--- config.mk ---
export PLATFORM = sky130hd
export DESIGN_NAME = rip_fetch_queue_flat
export DESIGN_NICKNAME = d
export VERILOG_FILES = /design/src/rtl/rip_fetch_queue_if.sv /design/src/rtl/rip_fetch_queue.sv /design/src/flat_wrapper.sv
export SDC_FILE = /design/constraint.sdc
export NUM_CORES = 1
export LEC_CHECK = 0
export ABC_CLOCK_PERIOD_IN_PS = 3000
export CAP_MARGIN = 20
export CORE_ASPECT_RATIO = 0.8
export CORE_MARGIN = 2
export CORE_UTILIZATION = 40
export CTS_BUF_LIST = sky130_fd_sc_hd__clkbuf_8
export CTS_CLUSTER_SIZE = 12
export DETAILED_ROUTE_END_ITERATION = 8
export DONT_BUFFER_PORTS = 1
export HOLD_SLACK_MARGIN = 0.12
export SLEW_MARGIN = 20
export SYNTH_ARGS = -nofsm -noshare
export SYNTH_HDL_FRONTEND = slang
export SYNTH_SLANG_ARGS = --single-unit
export TNS_END_PERCENT = 5
--- constraint.sdc ---
create_clock -name clk -period 3 [get_ports clk]
set_input_delay 0.45 -clock clk [delete_from_list [all_inputs] [get_ports clk]]
set_output_delay 0.45 -clock clk [all_outputs]
set_load 0.01 [all_outputs]
--- src/rtl/rip_fetch_queue_if.sv ---
// Bundle of the instruction-memory request/grant bus, the redirect input and the
// decode-side valid/ready handshake around the fetch queue.
interface rip_fetch_queue_if;
    logic        imem_req;
    logic [31:0] imem_addr;
    logic        imem_gnt;
    logic        imem_rvalid;
    logic [31:0] imem_rdata;
    logic        redirect_valid;
    logic [31:0] redirect_pc;
    logic        if_valid;
    logic [31:0] if_pc;
    logic [31:0] if_inst;
    logic        if_ready;

    // Fetch-queue side.
    modport master (
        output imem_req, imem_addr,
        input  imem_gnt, imem_rvalid, imem_rdata,
        input  redirect_valid, redirect_pc,
        output if_valid, if_pc, if_inst,
        input  if_ready
    );

    // Memory / execute / decode side.
    modport slave (
        input  imem_req, imem_addr,
        output imem_gnt, imem_rvalid, imem_rdata,
        output redirect_valid, redirect_pc,
        input  if_valid, if_pc, if_inst,
        output if_ready
    );
endinterface

--- src/rtl/rip_fetch_queue.sv ---
// Instruction prefetch queue: issues sequential fetches on a credit basis, buffers
// in-order responses as {pc, inst} and flushes on redirect, dropping stale responses.
module rip_fetch_queue #(
    parameter logic [31:0] START_ADDR = 32'h0000_8000,
    parameter int          DEPTH      = 4
) (
    input  logic             clk,
    input  logic             rst,
    rip_fetch_queue_if.master bus
);
    localparam int PW = $clog2(DEPTH);
    localparam int CW = $clog2(DEPTH + 1);

    logic [31:0]   fetch_pc_reg, fetch_pc_next;
    logic [31:0]   wr_pc_reg, wr_pc_next;
    logic [PW-1:0] rd_ptr_reg, rd_ptr_next;
    logic [PW-1:0] wr_ptr_reg, wr_ptr_next;
    logic [CW-1:0] count_reg, count_next;
    logic [CW-1:0] outstanding_reg, outstanding_next;
    logic [CW-1:0] discard_reg, discard_next;

    logic [31:0] pc_mem   [DEPTH];
    logic [31:0] inst_mem [DEPTH];

    logic [CW:0] credit;
    logic [31:0] target_pc;
    logic        redirect;
    logic        grant;
    logic        rsp_ok;
    logic        push;
    logic        pop;

    assign redirect  = bus.redirect_valid;
    assign target_pc = bus.redirect_pc & ~32'd3;
    assign credit    = {1'b0, count_reg} + {1'b0, outstanding_reg};

    // Slots are reserved for every outstanding request, so a push can never overflow.
    assign bus.imem_req  = !rst && !redirect && (credit < (CW + 1)'(DEPTH));
    assign bus.imem_addr = fetch_pc_reg;
    assign bus.if_valid  = !rst && (count_reg != '0) && !redirect;
    assign bus.if_pc     = pc_mem[rd_ptr_reg];
    assign bus.if_inst   = inst_mem[rd_ptr_reg];

    assign grant  = bus.imem_req && bus.imem_gnt;
    // A response with nothing outstanding is a protocol violation and is ignored.
    assign rsp_ok = bus.imem_rvalid && (outstanding_reg != '0);
    assign push   = rsp_ok && (discard_reg == '0) && !redirect;
    assign pop    = bus.if_valid && bus.if_ready;

    always_comb begin
        fetch_pc_next    = fetch_pc_reg;
        wr_pc_next       = wr_pc_reg;
        rd_ptr_next      = rd_ptr_reg;
        wr_ptr_next      = wr_ptr_reg;
        count_next       = count_reg;
        outstanding_next = outstanding_reg + CW'(grant) - CW'(rsp_ok);
        discard_next     = discard_reg;

        if (redirect) begin
            // Everything still in flight belongs to the old path.
            fetch_pc_next = target_pc;
            wr_pc_next    = target_pc;
            rd_ptr_next   = '0;
            wr_ptr_next   = '0;
            count_next    = '0;
            discard_next  = outstanding_reg - CW'(rsp_ok);
        end else begin
            if (grant) begin
                fetch_pc_next = fetch_pc_reg + 32'd4;
            end
            if (rsp_ok && (discard_reg != '0)) begin
                discard_next = discard_reg - CW'(1);
            end
            if (push) begin
                wr_ptr_next = wr_ptr_reg + 1'b1;
                wr_pc_next  = wr_pc_reg + 32'd4;
            end
            if (pop) begin
                rd_ptr_next = rd_ptr_reg + 1'b1;
            end
            count_next = count_reg + CW'(push) - CW'(pop);
        end
    end

    always_ff @(posedge clk or posedge rst) begin
        if (rst) begin
            fetch_pc_reg    <= START_ADDR;
            wr_pc_reg       <= START_ADDR;
            rd_ptr_reg      <= '0;
            wr_ptr_reg      <= '0;
            count_reg       <= '0;
            outstanding_reg <= '0;
            discard_reg     <= '0;
        end else begin
            fetch_pc_reg    <= fetch_pc_next;
            wr_pc_reg       <= wr_pc_next;
            rd_ptr_reg      <= rd_ptr_next;
            wr_ptr_reg      <= wr_ptr_next;
            count_reg       <= count_next;
            outstanding_reg <= outstanding_next;
            discard_reg     <= discard_next;
        end
    end

    // Entry storage carries no reset; contents are meaningless while count is zero.
    always_ff @(posedge clk) begin
        if (push) begin
            pc_mem[wr_ptr_reg]   <= wr_pc_reg;
            inst_mem[wr_ptr_reg] <= bus.imem_rdata;
        end
    end

    a_no_orphan_rsp: assert property (@(posedge clk) disable iff (rst)
        !(bus.imem_rvalid && (outstanding_reg == '0)));
    a_credit_bound: assert property (@(posedge clk) disable iff (rst)
        credit <= (CW + 1)'(DEPTH));
endmodule

--- src/flat_wrapper.sv ---
// flat-port wrapper written by rule: the top's interface ports become plain ports
module rip_fetch_queue_flat 
#(
    parameter logic [31:0] START_ADDR = 32'h0000_8000,
    parameter int          DEPTH      = 4
)
  (clk, rst, bus_imem_req, bus_imem_addr, bus_imem_gnt, bus_imem_rvalid, bus_imem_rdata, bus_redirect_valid, bus_redirect_pc, bus_if_valid, bus_if_pc, bus_if_inst, bus_if_ready);
  rip_fetch_queue_if bus_i ();
  input  logic clk;
  input  logic rst;
  output wire logic [$bits(bus_i.imem_req)-1:0] bus_imem_req;
  output wire logic [$bits(bus_i.imem_addr)-1:0] bus_imem_addr;
  input wire logic [$bits(bus_i.imem_gnt)-1:0] bus_imem_gnt;
  input wire logic [$bits(bus_i.imem_rvalid)-1:0] bus_imem_rvalid;
  input wire logic [$bits(bus_i.imem_rdata)-1:0] bus_imem_rdata;
  input wire logic [$bits(bus_i.redirect_valid)-1:0] bus_redirect_valid;
  input wire logic [$bits(bus_i.redirect_pc)-1:0] bus_redirect_pc;
  output wire logic [$bits(bus_i.if_valid)-1:0] bus_if_valid;
  output wire logic [$bits(bus_i.if_pc)-1:0] bus_if_pc;
  output wire logic [$bits(bus_i.if_inst)-1:0] bus_if_inst;
  input wire logic [$bits(bus_i.if_ready)-1:0] bus_if_ready;
  assign bus_imem_req = bus_i.imem_req;
  assign bus_imem_addr = bus_i.imem_addr;
  assign bus_i.imem_gnt = bus_imem_gnt;
  assign bus_i.imem_rvalid = bus_imem_rvalid;
  assign bus_i.imem_rdata = bus_imem_rdata;
  assign bus_i.redirect_valid = bus_redirect_valid;
  assign bus_i.redirect_pc = bus_redirect_pc;
  assign bus_if_valid = bus_i.if_valid;
  assign bus_if_pc = bus_i.if_pc;
  assign bus_if_inst = bus_i.if_inst;
  assign bus_i.if_ready = bus_if_ready;
  rip_fetch_queue #(.START_ADDR(START_ADDR), .DEPTH(DEPTH)) u_core (.clk(clk), .rst(rst), .bus(bus_i));
endmodule
==> summary.txt, run 1 <==
Outcome
  • Status: finished clean

Layout
  • Commonest non-fill, non-tap cell in the layout: edfxtp_1
  • Non-filler cells, final: 1361
  • Syn-to-layout area delta: 17.2%
  • Share of post-route cells with drive strength above 1: 19.6%
  • Final instance area: 0.0156 mm2
  • Most frequent cells in the layout: 248 x edfxtp_1, 69 x dfrtp_1, 62 x mux4_2, 62 x dlygate4sd3_1, 54 x nand2_1
  • Nets@finish: 985
  • Biggest regs: u_core.inst_mem: 128 flops, u_core.pc_mem: 120 flops
  • Final core occ: 47.8%
  • Largest register FFs: 128
  • Largest register by flop count: u_core.inst_mem

Min path
  • HP Class: in -> reg

STA
  • RSZ-0062 raised after global routing: false
  • Setup violators final: 0
  • Period utilization: 88.8%
  • Max Fclk: 375 MHz
  • Fin Clk Skew: 0.0271 ns
  • Setup TNS Final: 0 ns
  • Worst Max-Slew Pin Slew: 0.959 ns
  • Crit path time final: 2.66 ns
  • Slew Limit Headroom: 35.8%
  • PnR worst setup slack: 0.335 ns
  • Slew Viols, Final: 0
  • Fin. Hold Viols: 0

Power
  • Power Dens Cells: 629 mW/mm2
  • Leakage: 0.00526 uW
  • Worst VDD drop: 0.000424 V

Critical path
  • Required @ worst endpoint: 2.55 ns
  • Critical path peak fanout: 19
  • Crit end category: output pin
  • Cell Chain, Critical Path: buf_4 -> mux4_2
  • WP data arrival: 2.21 ns
  • FF-to-FF setup slack: 0.54 ns
  • CP max stage cell: dfrtp_4
  • CP startpoint kind: register
  • Kind of critical path: reg -> out
  • CP peak stage delay: 0.69 ns

Drt
  • Total Wirelength: 30400 um
  • # DRC: 0
  • Initial DRC count: 435
  • Via-per-instance ratio: 5.41
  • Wire per inst: 22.4 um
  • Detail Route Antenna Nets: 0
  • Detailed Routing Iterations Pass 1: 4
  • Via count: 7358

Flow run
  • Max-Cap Viols: 0

CTS
  • Skew-Pair Late Insertion Delay: 0.59 ns
  • Clk sink count: 321
  • CTS tree: built
  • H-tree depth: 2
  • Inserted Clock Buffers: 49
  • Clock root cell: clkbuf_8
  • # resized after CTS: 0
  • CTS clk-pin slew, worst paths: 0.06 ns
  • Max clock buf depth: 3

GRT
  • Grt ovf: 0
  • Total track usage: 17.6%
  • First-pass GRT wire length: 46800 um
  • Largest net degree at the start of global routing: 74
  • Vias in the first global route: 7540
  • Initial antenna violation count: 1

Logic synthesis
  • #FFs+latches synth: 321
  • Post-Syn Area: 0.0133 mm2
  • Library cells used by synthesis: 52
  • Syn Area/Cell: 16.8 um2
  • Cell count after synthesis: 791
  • Synth warnings: 0
  • Asr flop ratio synth: 22.7%
  • Synth Flop Type: edfxtp_1
  • Register area share after synthesis: 69.8%
  • Post-synth EDFFs: 248

Floorplan
  • Chip Width: 208 um
  • Total die area: 0.0347 mm2
  • Core area: 0.0326 mm2
  • Die Y: 167 um
  • Starting density of the core: 40.8%
  • I/O pin total: 168
  • Row count: 59

Placed design
  • Dpl hpwl: 19800 um
  • Inst Count DP: 1210
  • GPL Wtd Cong: 0.832
  • Placed instance area: 0.0141 mm2
  • Port Buf Inserts: 0
  • Pre-CTS setup slack: 0.579 ns
## report_power, final
group          switching [uW]  leakage (uW)  internal (uW)
registers                 316       0.00312           5080
logic                     607       0.00164            485
clock network            1670      0.000507           1660
## cells in the mapped netlist, types with 3 or more instances
cell / instances / area, um2
o311ai_0: 8 / 70.1
clkbuf_1: 23 / 86.3
nor2b_1: 5 / 31.3
a31oi_1: 7 / 43.8
o21ai_1: 5 / 25.0
nand2_1: 54 / 203
nand3b_1: 3 / 22.5
o211ai_1: 8 / 60.1
a41oi_1: 3 / 26.3
and2_1: 7 / 43.8
a21oi_1: 7 / 35.0
nand3_1: 35 / 175
mux2_2: 16 / 180
nor2_1: 19 / 71.3
inv_1: 19 / 71.3
and3_1: 10 / 62.6
xor2_1: 26 / 228
nor4_4: 3 / 63.8
mux4_2: 62 / 1400
nor4_1: 10 / 62.6
o21ai_0: 32 / 160
o31a_1: 3 / 26.3
buf_4: 4 / 30.0
edfxtp_1: 248 / 7450
xnor2_1: 20 / 175
or4_1: 4 / 30.0
nor3_1: 8 / 40.0
buf_2: 10 / 50.1
nand4_1: 21 / 131
ha_1: 16 / 200
dfrtp_1: 71 / 1780
## cell type report
type,instances,area [um2]
Tap cell,427,534
Timing Repair Buffer,90,1020
Clock inverter,36,176
Antenna cell,1,2.50
Sequential cell,321,9280
Clock buffer,51,702
Inverter,19,71.3
Fill cell,2802,17000
Multi-Input combinational cell,416,3800
## final timing paths
path,depth (start not counted),to,from
max reg2reg,7,u_core.bus.imem_addr[26],u_core.count_reg[1]
min in group asynchronous,3,u_core.bus.imem_addr[12],rst
min reg2reg,2,u_core.discard_reg[1],u_core.discard_reg[1]
max,2,bus_if_inst[1],u_core.rd_ptr_reg[0]
max in group asynchronous,3,u_core.rd_ptr_reg[0],rst
min,2,u_core.wr_pc_reg[15],bus_redirect_pc[15]
## through the flow
stage / power [uW] / hold WS [ns]
6_report: 9810 / 0.166
5_1_grt: 10300 / 0.152
4_1_cts: 9930 / 0.130
3_5_place_dp: 6480 / 0.464
3_3_place_gp: 6460 / 0.461
2_1_floorplan: 6150 / 0.474
## per-layer routing
metal | GRT usage [%] | wire (um) | vias up | part of all wire [%]
li1 | - | - | 3334 | -
met1 | 24.4 | 13700 | 3722 | 45
met2 | 26.6 | 13700 | 263 | 45
met3 | 5.83 | 2430 | 39 | 8.0
met4 | 5.46 | 642 | 0 | 2.1
met5 | 0 | 0 | - | 0
## critical path: cells and delay by family, from the launching register on
| family | cells | cell delay, ns |
|---|---|---|
| flops | 1 | 0.69 |
| mux | 1 | 0.61 |
| buf+inv | 1 | 0.33 |
## cell families after synthesis
| family | after synthesis | synth area share [%] |
|---|---|---|
| xor+xnor | 46 | 3.03 |
| buf+inv | 57 | 1.82 |
| compound gates | 79 | 3.73 |
| mux | 79 | 11.9 |
| fa+ha+maj | 18 | 1.81 |
| other cells | 1 | 0.0282 |
| simple gates | 190 | 7.91 |
| flops | 321 | 69.8 |
## what timing repair did
item,in CTS,in global routing
endpoints found under the hold margin,266,0
setup buffers,0,0
hold buffers,63,0
No activity file was read; power rests on OpenSTA's default activity.
==> run 2, diff against run 1 <==
--- a/config.mk
+++ b/config.mk
@@ -9,9 +9,8 @@
 export CAP_MARGIN = 20
 export CORE_ASPECT_RATIO = 0.8
 export CORE_MARGIN = 2
-export CORE_UTILIZATION = 40
+export CORE_UTILIZATION = 35
 export CTS_BUF_LIST = sky130_fd_sc_hd__clkbuf_8
-export CTS_CLUSTER_SIZE = 12
 export DETAILED_ROUTE_END_ITERATION = 8
 export DONT_BUFFER_PORTS = 1
 export HOLD_SLACK_MARGIN = 0.12
==> run 2 against run 1 <==
  * Worst setup slack gained 0.060 ns
  * Via count grew 0.77%
  * Worst hold slack better by 0.011 ns
  * Cell count rose by 4.6%
  * Critical path depth increased by 5
  * Register-to-register slack lost 0.14 ns
  * Die area rose by 14%
  * Routed wire length fell by 1.5%
==> summary.txt, run 2 (same netlist as run 1, synthesis figures left out) <==
Critical path
  • Kind of critical path: reg -> reg
  • Number of cells on the worst reg-to-reg path: 7
  • CP peak stage delay: 0.75 ns
  • CP startpoint kind: register
  • FF-to-FF setup slack: 0.40 ns
  • Crit end category: register
  • CP bufs+invs: 1
  • Cell Chain, Critical Path: ha_1 -> nand3_1 -> nand4_1 -> inv_1 -> nor2_1 -> o21ai_0 -> o311ai_0
  • R2r startpoint: u_core.count_reg[1]
  • WP data arrival: 3.06 ns
  • CP max stage cell: nor2_1
  • Required @ worst endpoint: 3.45 ns
  • Reg-to-reg endpoint: u_core.bus.imem_addr[19]
  • Critical path peak fanout: 15
  • Delay-heaviest family, CP: simple AND/OR/NAND/NOR gates

STA
  • Fin Clk Skew: 0.0259 ns
  • Slew Limit Headroom: 37.4%
  • Fin. Hold Viols: 0
  • Slew Viols, Final: 0
  • Crit path time final: 2.60 ns
  • Setup TNS Final: 0 ns
  • Setup violators final: 0
  • Hold WS: 0.177 ns
  • Period utilization: 86.8%
  • Max Fclk: 384 MHz
  • PnR worst setup slack: 0.396 ns
  • RSZ-0062 raised after global routing: false
  • Worst Max-Slew Pin Slew: 0.936 ns

Floorplan
  • Die Y: 178 um
  • Row count: 63
  • I/O pin total: 168
  • Total die area: 0.0396 mm2
  • Chip Width: 222 um
  • Starting density of the core: 35.7%
  • Core area: 0.0373 mm2

Drt
  • Initial DRC count: 542
  • Metal3 WL: 2280 um
  • Wire per inst: 21.1 um
  • Via-per-instance ratio: 5.21
  • DR top layer: met4
  • Detailed Routing Iterations Pass 1: 5
  • Via count: 7415
  • # DRC: 0
  • Total Wirelength: 30000 um
  • Met2 routed WL: 13000 um
  • M1 WL: 14300 um
  • Detail Route Antenna Nets: 0

Power
  • Total chip power: 9890 uW
  • Sw frac: 26.2%
  • Power Dens Cells: 632 mW/mm2
  • Worst VDD drop: 0.000327 V
  • Pint: 7290 uW
  • Clock Power Share: 34.4%
  • Leakage: 0.00524 uW
  • Logic pwr share: 11.1%
  • Register share of total power: 54.5%
  • Net Sw Power: 2590 uW

CTS
  • Skew-Pair Late Insertion Delay: 0.58 ns
  • CTS clk-pin slew, worst paths: 0.06 ns
  • # resized after CTS: 0
  • Clock root cell: clkbuf_8
  • CTS tree: built
  • H-tree depth: 2
  • Clk sink count: 321
  • Inserted Clock Buffers: 50
  • Max clock buf depth: 3

Layout
  • Biggest regs: u_core.inst_mem: 128 flops, u_core.pc_mem: 120 flops
  • Syn-to-layout area delta: 17.6%
  • Most frequent cells in the layout: 248 x edfxtp_1, 69 x dfrtp_1, 62 x mux4_2, 62 x dlygate4sd3_1, 54 x nand2_1
  • Non-filler cells, final: 1423
  • Commonest non-fill, non-tap cell in the layout: edfxtp_1
  • Largest register by flop count: u_core.inst_mem
  • Share of post-route cells with drive strength above 1: 19.3%
  • Nets@finish: 983
  • Largest register FFs: 128

GRT
  • First-pass GRT wire length: 46200 um
  • Initial antenna violation count: 2
  • Total track usage: 15.4%
  • Largest net degree at the start of global routing: 64
  • Vias in the first global route: 7411
  • Grt ovf: 0

Min path
  • Hold Startpoint: bus_redirect_valid
  • Hold Crit Endpoint: u_core.count_reg[1]
  • Hold Path Cell Cnt: 2
  • HP Class: in -> reg

Outcome
  • Status: finished clean

Placed design
  • Inst Count DP: 1267
  • Port Buf Inserts: 0
  • Pre-CTS setup slack: 0.409 ns
  • Dpl hpwl: 19300 um
  • GPL Wtd Cong: 0.819

Flow run
  • Max-Cap Viols: 0
## run 2: cell types whose count changed in the layout (fill, tap and decap cells not counted), sizes merged
cell / previous run / this run
diode: 1 / 2
bufinv: 1 / 2
inv: 35 / 34
buf: 28 / 25
clkinv: 17 / 21
clkinvlp: 2 / 3
clkbuf: 51 / 50
## run 2: power groups by stage
stage                     Sequential [uW]  Combinational (uW)  Clock (uW)
final                                5390                1100        3400
after CTS                            5380                1110        3530
after detailed placement             5470                1010           0
after global routing                 5430                1230        3750
after floorplan                      5370                 775           0
after global placement               5460                 994           0
## run 2: per-stage QoR
stage / utilization (%) / instance area (um2)
2_1_floorplan: - / 13300
3_3_place_gp: 37.8 / 14100
3_5_place_dp: 37.8 / 14100
4_1_cts: 41.9 / 15600
5_1_grt: 42.0 / 15600
6_report: 42.0 / 15600
## run 2: repair_timing
item | in CTS | in global routing
hold buffers | 63 | 0
endpoints found under the hold margin | 214 | 0
buffers inserted | 0 | 0
## run 2: routing by layer
metal,up-vias,track usage (%)
met5,-,0
met4,0,3.97
met3,45,4.68
met2,281,22.7
met1,3754,22.2
li1,3335,-
## run 2: final cells by class
class	count	area (um2)
tap	487	609
fill	3363	21600
sequential	321	9280
clock buffer	50	688
inverter	19	71.3
antenna	2	5.00
clock inverter	41	228
multi-input combinational	416	3800
timing repair buffer	87	958
## run 2: worst max path at each step
stage	startpoint	to	slack [ns]	depth (start not counted)
final	u_core.count_reg[1]	u_core.bus.imem_addr[19]	0.40	7
after global routing	u_core.count_reg[1]	u_core.bus.imem_addr[19]	0.20	7
after CTS	u_core.rd_ptr_reg[0]	bus_if_pc[14]	0.32	2
after detailed placement	u_core.count_reg[1]	u_core.bus.imem_addr[19]	0.41	7
after global placement	u_core.count_reg[1]	u_core.bus.imem_addr[13]	0.45	7
after floorplan	u_core.discard_reg[0]	u_core.inst_mem[3][0]	-0.04	5
